## config.mk

```make
export PLATFORM = sky130hd
export DESIGN_NAME = pulse_width_encoder
export DESIGN_NICKNAME = d
export VERILOG_FILES = /design/src/rtl/pulse_width_encoder_pkg.sv /design/src/rtl/pwe_table.sv /design/src/rtl/pulse_width_encoder.sv
export SDC_FILE = /design/constraint.sdc
export NUM_CORES = 2
export LEC_CHECK = 0
export CORE_ASPECT_RATIO = 0.75
export CORE_MARGIN = 2
export CORE_UTILIZATION = 50
export DETAILED_ROUTE_END_ITERATION = 7
export DONT_BUFFER_PORTS = 1
export GPL_ROUTABILITY_DRIVEN = 0
export PLACE_DENSITY_LB_ADDON = 0.2
export SLEW_MARGIN = 20
export SYNTH_ARGS = -nofsm -noshare
export SYNTH_HDL_FRONTEND = slang
export SYNTH_SLANG_ARGS = --single-unit
```

## constraint.sdc

```tcl
create_clock -name CLK -period 2.9 [get_ports CLK]
set_clock_uncertainty 0.2 [all_clocks]
set_input_delay 0.29 -clock CLK [delete_from_list [all_inputs] [get_ports CLK]]
set_output_delay 0.29 -clock CLK [all_outputs]
set_load 0.01 [all_outputs]
```

## src/rtl/pulse_width_encoder_pkg.sv

```systemverilog
// Shared constants for the pulse-width encoder: the ultrasound period, the
// intensity table size and the pulse-width clamp.
package params;
    localparam int PWE_PERIOD      = 512;
    localparam int PWE_TABLE_DEPTH = 256;

    localparam int TIME_W   = $clog2(PWE_PERIOD);
    localparam int TABLE_AW = $clog2(PWE_TABLE_DEPTH);
    localparam int PW_W     = TIME_W;

    // Widest legal pulse is half a period, which gives 50 % duty.
    localparam logic [PW_W-1:0] PW_MAX = PW_W'(PWE_PERIOD / 2);

    function automatic logic [PW_W-1:0] clamp_pw(input logic [PW_W-1:0] raw);
        return (raw > PW_MAX) ? PW_MAX : raw;
    endfunction
endpackage

```

## src/rtl/pwe_table.sv

```systemverilog
// Intensity-to-pulse-width lookup table: 256x9 simple dual-port RAM with
// synchronous write and a registered, read-first read port.
module pwe_table
    import params::*;
(
    input  logic                CLK,
    input  logic                we,
    input  logic [TABLE_AW-1:0] waddr,
    input  logic [PW_W-1:0]     wdata,
    input  logic [TABLE_AW-1:0] raddr,
    output logic [PW_W-1:0]     rdata
);

    logic [PW_W-1:0] mem [PWE_TABLE_DEPTH];

    // NOTE: neither the array nor the read register is reset, so this maps
    // onto block RAM; the CPU loads every entry before streaming starts.
    // NOTE: non-blocking assignments make the read sample the old entry when
    // the write hits the same address in the same cycle (read-first).
    always_ff @(posedge CLK) begin
        if (we) begin
            mem[waddr] <= wdata;
        end
        rdata <= mem[raddr];
    end

endmodule

```

## src/rtl/pulse_width_encoder.sv

```systemverilog
// Converts (intensity, phase) beats into rise/fall edge times within one
// ultrasound period, tagging each beat with its transducer index.
module pulse_width_encoder
    import params::*;
#(
    parameter  int DEPTH = 249,
    localparam int IDX_W = $clog2(DEPTH)
) (
    input  logic                CLK,
    input  logic                RST_N,
    input  logic                DIN_VALID,
    input  logic [15:0]         INTENSITY_IN,
    input  logic [7:0]          PHASE_IN,
    input  logic                TABLE_WE,
    input  logic [TABLE_AW-1:0] TABLE_ADDR,
    input  logic [PW_W-1:0]     TABLE_DATA,
    output logic                DOUT_VALID,
    output logic [TIME_W-1:0]   RISE,
    output logic [TIME_W-1:0]   FALL,
    output logic [IDX_W-1:0]    DOUT_IDX,
    output logic                FRAME_DONE
);

    localparam logic [IDX_W-1:0] LAST_IDX = IDX_W'(DEPTH - 1);

    logic [IDX_W-1:0]  in_idx;

    logic              s1_valid;
    logic [7:0]        s1_phase;
    logic [IDX_W-1:0]  s1_idx;
    logic [PW_W-1:0]   s1_raw_pw;
    logic [PW_W-1:0]   s1_pw;

    logic              s2_valid;
    logic [PW_W-1:0]   s2_pw;
    logic [PW_W-2:0]   s2_half;
    logic [TIME_W-1:0] s2_centre;
    logic [IDX_W-1:0]  s2_idx;

    // Only the upper intensity byte addresses the table.
    logic unused_intensity_lsbs;
    assign unused_intensity_lsbs = ^INTENSITY_IN[7:0];

    pwe_table u_table (
        .CLK   (CLK),
        .we    (TABLE_WE),
        .waddr (TABLE_ADDR),
        .wdata (TABLE_DATA),
        .raddr (INTENSITY_IN[15:8]),
        .rdata (s1_raw_pw)
    );

    assign s1_pw = clamp_pw(s1_raw_pw);

    always_ff @(posedge CLK or negedge RST_N) begin
        if (!RST_N) begin
            in_idx     <= '0;
            s1_valid   <= 1'b0;
            s1_phase   <= '0;
            s1_idx     <= '0;
            s2_valid   <= 1'b0;
            s2_pw      <= '0;
            s2_half    <= '0;
            s2_centre  <= '0;
            s2_idx     <= '0;
            DOUT_VALID <= 1'b0;
            FRAME_DONE <= 1'b0;
            RISE       <= '0;
            FALL       <= '0;
            DOUT_IDX   <= '0;
        end else begin
            // S1: table read is in flight inside the RAM; phase and index ride alongside.
            s1_valid <= DIN_VALID;
            if (DIN_VALID) begin
                in_idx   <= (in_idx == LAST_IDX) ? '0 : in_idx + 1'b1;
                s1_phase <= PHASE_IN;
                s1_idx   <= in_idx;
            end

            s2_valid <= s1_valid;
            if (s1_valid) begin
                s2_pw     <= s1_pw;
                s2_half   <= s1_pw[PW_W-1:1];
                s2_centre <= {s1_phase, 1'b0};
                s2_idx    <= s1_idx;
            end

            // 9-bit arithmetic wraps modulo the period, which is intended.
            DOUT_VALID <= s2_valid;
            FRAME_DONE <= s2_valid && (s2_idx == LAST_IDX);
            if (s2_valid) begin
                RISE     <= s2_centre - TIME_W'(s2_half);
                FALL     <= s2_centre + s2_pw - TIME_W'(s2_half);
                DOUT_IDX <= s2_idx;
            end
        end
    end

endmodule

```

---- Yosys cells after proc, flatten, opt, wreduce, memory -nomap -nowiden ----
Memory sizes are Yosys's and may differ from the RTL's. A register that Yosys moved wholly into a read port is not among the register bits.
Cells that the tools add are included.
storage, ports and cells
  input bits .............................. 45
  output and inout port bits .............. 28
  RAM bits ................................ 2304
  register bits ........................... 87
  memories ................................ 1
  logic and storage cells ................. 27
memories
  memory       depth  width  rd ports  clocked after memory_dff  wr ports  RTL line         RTL
  u_table.mem  256    9      1         1                         1         pwe_table.sv:14  logic [PW_W-1:0] mem [PWE_TABLE_DEPTH];
cells by class
  muxes and demuxes ....................... 4
  add/subtract/negate cells ............... 4
  reductions and logical operators ........ 1
  equal/unequal tests ..................... 2
  magnitude comparators ................... 1
operators with widths
  cell                 count
  $sub 9x8->9          2
  $eq 8x8->1 const B   2
  $add 9x9->9          1
  $gt 9x9->1 const B   1
  $mux 9               1
  $add 8x1->8 const B  1
  $mux 8               1
  $mux 1               2
  $logic_and 1x1->1    1

---- Depth between registers and ports, before layout ----
  depth after elaboration ................. 2
  mapped depth ............................ 11
  depth with buffers taken out ............ 11

---- Cells and area by module ----
From an unflattened synthesis, not the netlist that was laid out.
unflattened totals
  cell total of the unflattened synthesis .. 4587
  area, all modules ....................... 93273.2 um^2
by module, submodules not included
  module               times used  area each (um^2)  cells each
  pwe_table            1           89278.1           4237
  pulse_width_encoder  1           3995.1            350

---- Worst setup path after synthesis ----
OpenSTA, ideal clock, no wires.
  path type ............................... register to register
  start point ............................. register s2_pw[1]
  end point ............................... register FALL[7]
  path buffers ............................ 0
  cell stages (with the launch flop) ...... 12
  library setup time ...................... 125 ps
  slack ................................... -36 ps
  period minus slack after synthesis ...... 2936 ps
  arrival ................................. 2612 ps
  required time ........................... 2575 ps
  path through ............................ dfrtp_1 > inv_1 > fa_1 > inv_1 > ha_1 > fa_1 > a21o_1 > a21oi_1 > o21bai_1 > a21oi_1 > xnor2_1 > mux2_2
on the way
  cells in the longest elaborated chain, start to end .. 2
RTL lines
  what                      RTL line                   RTL
  start: declaration        pulse_width_encoder.sv:35  logic [PW_W-1:0] s2_pw;
  start signal: assignment  pulse_width_encoder.sv:82  s2_pw <= s1_pw;
  $add 9x9->9               pulse_width_encoder.sv:93  FALL <= s2_centre + s2_pw - TIME_W'(s2_half);
  $sub 9x8->9               pulse_width_encoder.sv:93
  end signal: assignment    pulse_width_encoder.sv:93
  end: declaration          pulse_width_encoder.sv:19  output logic [TIME_W-1:0] FALL,
No other way between the ends.
A chain may end at the register's enable or synchronous reset.

==> summary.txt <==
======================================================================================
Clock share of power                                                             0.404
Clock slew at the register clock pins of the worst setup and hold paths        0.07 ns
DPL Wire Length                                                              130000 um
Average via count per standard cell                                               6.26
Kind of end point of the critical path                                            flop
Post-route DRC                                                                       0
Multi-input logic area                                                      19700 um^2
Area taken by flip-flops and latches                                        71300 um^2
Destination of the worst register-to-register timing path                 u_table.rdata[4]$_DFF_P_
Share of the synthesized area in the top cell type                               0.747
Highest-utilization routing layer at the global route stage                       met1
Final routed wirelength across all metal layers                              231000 um
Tightest Hold Check Type                                                  input pin to flop
Register area share after synthesis                                              0.771
FFs w/ async S/R, synth                                                         0.0330
Number of buffers created by CTS                                                   217
Reg2reg setup slack                                                            0.05 ns
Sequence of cells on the critical path                                    mux4_2 -> a22o_1 -> a211oi_1 -> nor4_1 -> buf_4 -> a21oi_1 -> nor4_2
Vertical die dimension                                                          377 um
Worst-margin pin slew                                                          2.77 ns
Clock sink total                                                                  2392
Gr usage total                                                                   0.242
Ports                                                                               73
Routed Antenna Nets                                                                  0
Mean instance size in the synthesized netlist                                21.2 um^2
Slowest Stage Delay on Critical Path                                           0.95 ns
Fillers                                                                          13435
Power share of the sequential group                                              0.543
Wire length of the first global-routing pass                                 328000 um
Iteration count of the initial detailed-routing pass                                 6
Clock Tree Buf Depth                                                                 3
Synthesis-stage register bit count                                                2392
Setup WS post-layout                                                         -0.552 ns
Data required, critical path                                                   3.45 ns
Worst Hold Path EP                                                        u_table.mem[103][1]$_DFFE_PP_
Std cell rows                                                                      136
Internal power of the cells                                                    56.2 mW
Achievable Freq                                                              0.290 GHz
Die X                                                                           501 um
Cells after synthesis                                                             4364
Leading area contributor after synthesis                                  sky130_fd_sc_hd__edfxtp_1
Met3 track utilization from global routing                                      0.0476
Initial antenna violation count                                                     11
Number of H-tree branching levels                                                    4
Violations in the final reports                                           hold timing, slew limit, setup timing
Starting density of the core                                                     0.504
Crit path max fanout                                                               612
Hold path start                                                           TABLE_DATA[1]
Start point of the critical path                                          INTENSITY_IN[9]
Clock root buffer                                                         sky130_fd_sc_hd__clkbuf_16
Vias after detailed routing                                                      46459
Category of the most critical setup path                                  input pin to flop
Core region area                                                           184000 um^2
Clock insertion delay at the later pin of the skew report                      0.88 ns
Iteration-0 DRC Markers                                                           6564
Crit share post-route                                                             1.19
Final count of pins violating max slew                                             325
Net switching power figure                                                     15.2 mW
Run status                                                                complete, but fails checks
CTS Hold Bufs                                                                       44
Total of warnings raised by yosys                                                    0
Area overhead of the layout relative to synthesis                                14.0%
Max_cap viols                                                                        0
Die area                                                                   189000 um^2
Total power per unit cell area                                             676 nW/um^2
Relative max-transition margin                                                  -0.845
Number of global-route vias before repair                                        44774
Number of cells on the worst hold path                                               0
Switching part of the total power                                                0.213
Maximum number of pins on one net before global-route repair                       613
Setup violation total in the final timing report                                     9
Minimum clock period after layout                                              3.45 ns
Final Hold Vio Count                                                              2176
Total congestion overflow                                                            0
Largest cells by area after synthesis                                     sky130_fd_sc_hd__edfxtp_1 (75%), sky130_fd_sc_hd__mux4_2 (13%), sky130_fd_sc_hd__dfrtp_1 (2.1%)
Net count after synthesis                                                         4435
Worst flop-to-flop path startpoint                                        u_table.mem[63][4]$_DFFE_PP_
Met1 Track Usage GR                                                              0.389
Primary FF master, synth                                                  sky130_fd_sc_hd__edfxtp_1
Sum Neg Setup Slack                                                           -2.70 ns
Count of buffers inserted at the top-level ports                                     0
Critical Path Slowest Stage Cell                                          sky130_fd_sc_hd__mux4_2
Share of final-layout standard cells stronger than drive strength 1              0.279
Static Leakage                                                                 33.7 nW
Number of enable flip-flop cells after synthesis                                  2304
Clock tree from TritonCTS                                                          yes
Met2 capacity usage during global routing                                        0.343
Post-synthesis instance area                                                92600 um^2
Final hold slack                                                             -0.687 ns
Data arrival, critical path                                                    4.01 ns
Final #Nets                                                                       4885
Detailed-route wire length per cell                                            31.1 um
Startpoint class of the critical path                                        input pin
Combinational share of power                                                     0.053
Maximum VDD drop                                                                538 uV
Count of different cell masters after synthesis                                     67
Depth of the worst register-to-register path                                         7
======================================================================================
-- synth_stat cells, types with 5 or more instances --
cell type and count:
sky130_fd_sc_hd__xnor2_1 10, sky130_fd_sc_hd__mux2i_1 84, sky130_fd_sc_hd__buf_4 26, sky130_fd_sc_hd__buf_2 81, sky130_fd_sc_hd__a31oi_1 7, sky130_fd_sc_hd__buf_1 9, sky130_fd_sc_hd__mux2_2 41, sky130_fd_sc_hd__o221ai_1 39
sky130_fd_sc_hd__nand3_1 37, sky130_fd_sc_hd__nor2_1 285, sky130_fd_sc_hd__o21ai_0 25, sky130_fd_sc_hd__a21oi_1 84, sky130_fd_sc_hd__a22o_1 22, sky130_fd_sc_hd__edfxtp_1 2304, sky130_fd_sc_hd__buf_8 5, sky130_fd_sc_hd__inv_1 42
sky130_fd_sc_hd__nand4_1 13, sky130_fd_sc_hd__nor3_1 55, sky130_fd_sc_hd__a211oi_1 17, sky130_fd_sc_hd__clkbuf_1 107, sky130_fd_sc_hd__o211ai_1 13, sky130_fd_sc_hd__a22oi_1 104, sky130_fd_sc_hd__nand3b_1 10, sky130_fd_sc_hd__o22ai_1 66
sky130_fd_sc_hd__ha_1 17, sky130_fd_sc_hd__nor2b_1 14, sky130_fd_sc_hd__buf_6 32, sky130_fd_sc_hd__fa_1 9, sky130_fd_sc_hd__nand2_1 51, sky130_fd_sc_hd__dfrtp_1 79, sky130_fd_sc_hd__o22a_1 6, sky130_fd_sc_hd__mux4_2 546
sky130_fd_sc_hd__a2111oi_2 6, sky130_fd_sc_hd__dfxtp_1 9, sky130_fd_sc_hd__nor4_1 36
-- worst max-delay path, delay by kind of cell --
family	cells	cell delay, ns
and+or+nand+nor	2	0.21
muxes	1	0.95
buffers and inverters	1	0.18
AOI/OAI and AO/OA	3	1.06
-- cell families (layout without fill, tap and decap cells) --
logic type / count (synthesis) / after routing / share of synthesized area
compound gates: 413 / 413 / 0.0313
flops: 2392 / 2392 / 0.771
fa+ha+maj: 26 / 26 / 0.00424
buf+inv: 305 / 944 / 0.0181
mux: 671 / 671 / 0.147
other cells: 0 / 9 / 0
simple gates: 543 / 543 / 0.0274
xor+xnor: 14 / 14 / 0.00132
-- metrics by stage --
stage / area (um^2) / power (mW) / util / setup slack (ns) / instances
floorplan: 92600 / 41.9 / - / 0.0519 / 4364
global placement: 97600 / 42.7 / 0.531 / -0.219 / 6951
detailed placement: 97600 / 42.7 / 0.531 / -0.337 / 6951
CTS: 105000 / 71.3 / 0.573 / 0.0166 / 7403
global route: 106000 / 73.3 / 0.575 / -0.0103 / 7421
finish: 106000 / 71.4 / 0.575 / -0.552 / 7427
-- area by class of cell --
class,instances,share of cell area
sequential,2392,0.676
inverter,42,0.00149
timing repair buffer,494,0.0399
clock buffer,275,0.0542
multi-input combinational,1667,0.186
antenna,9,0.000213
tap,2415,0.0286
clock inverter,133,0.0132
-- routing by layer --
layer,part of all wire,vias up,wire (um)
li1,-,19138,-
met1,0.44,24856,102000
met2,0.44,2178,102000
met3,0.095,283,21800
met4,0.021,4,4850
met5,0.00013,-,30
-- power by group through the flow --
stage                     registers (mW)  clock network (mW)  logic [mW]
after floorplan                     39.3                   0        2.63
after global placement              39.4                   0        3.21
after detailed placement            39.5                   0        3.22
after CTS                           38.7                29.2        3.36
after global routing                38.8                30.5        4.00
final                               38.7                28.9        3.79
-- flip-flops by register name, summed over array words and instances, names as in the netlist --
name,cells
DOUT_IDX,8
DOUT_VALID,1
FALL,9
FRAME_DONE,1
RISE,9
in_idx,8
s1_idx,8
s1_phase,8
s1_valid,1
s2_centre,8
s2_idx,8
s2_pw,9
s2_valid,1
u_table.mem,2304
u_table.rdata,9
-- worst max path at each step --
stage	end	slack, ns	cells after the start
finish	u_table.rdata[2]$_DFF_P_	-0.55	7
global route	u_table.rdata[2]$_DFF_P_	-0.01	10
CTS	FALL[7]$_DFFE_PN0P_	0.02	11
detailed placement	u_table.rdata[1]$_DFF_P_	-0.34	7
global placement	u_table.rdata[1]$_DFF_P_	-0.22	7
floorplan	FALL[7]$_DFFE_PN0P_	0.05	11
-- timing repair --
| item | in CTS | in global routing |
|---|---|---|
| buffers inserted | 0 | 4 |
| gates resized for setup | 1 | 11 |
| endpoints found under the setup margin | 1 | 13 |
| pin swaps | 1 | 6 |
| gates cloned | 0 | 6 |
| endpoints found under the hold margin | 3784 | 2304 |
-- cell usage in the layout, fill, tap and decap left out, types with 25 or more instances in the layout --
master / netlist / final
sky130_fd_sc_hd__a21oi_1: 84 / 78
sky130_fd_sc_hd__a22oi_1: 104 / 104
sky130_fd_sc_hd__buf_4: 26 / 427
sky130_fd_sc_hd__clkbuf_1: 107 / 51
sky130_fd_sc_hd__clkbuf_16: 0 / 223
sky130_fd_sc_hd__clkinv_1: 0 / 48
sky130_fd_sc_hd__clkinv_2: 0 / 38
sky130_fd_sc_hd__dfrtp_1: 79 / 79
sky130_fd_sc_hd__dlygate4sd3_1: 0 / 41
sky130_fd_sc_hd__edfxtp_1: 2304 / 2304
sky130_fd_sc_hd__inv_1: 42 / 40
sky130_fd_sc_hd__mux2_2: 41 / 41
sky130_fd_sc_hd__mux2i_1: 84 / 84
sky130_fd_sc_hd__mux4_2: 546 / 546
sky130_fd_sc_hd__nand2_1: 51 / 51
sky130_fd_sc_hd__nand3_1: 37 / 34
sky130_fd_sc_hd__nor2_1: 285 / 284
sky130_fd_sc_hd__nor3_1: 55 / 55
sky130_fd_sc_hd__nor4_1: 36 / 31
sky130_fd_sc_hd__o21ai_0: 25 / 25
sky130_fd_sc_hd__o221ai_1: 39 / 39
sky130_fd_sc_hd__o22ai_1: 66 / 66
Power figures use the tool's default switching activity.
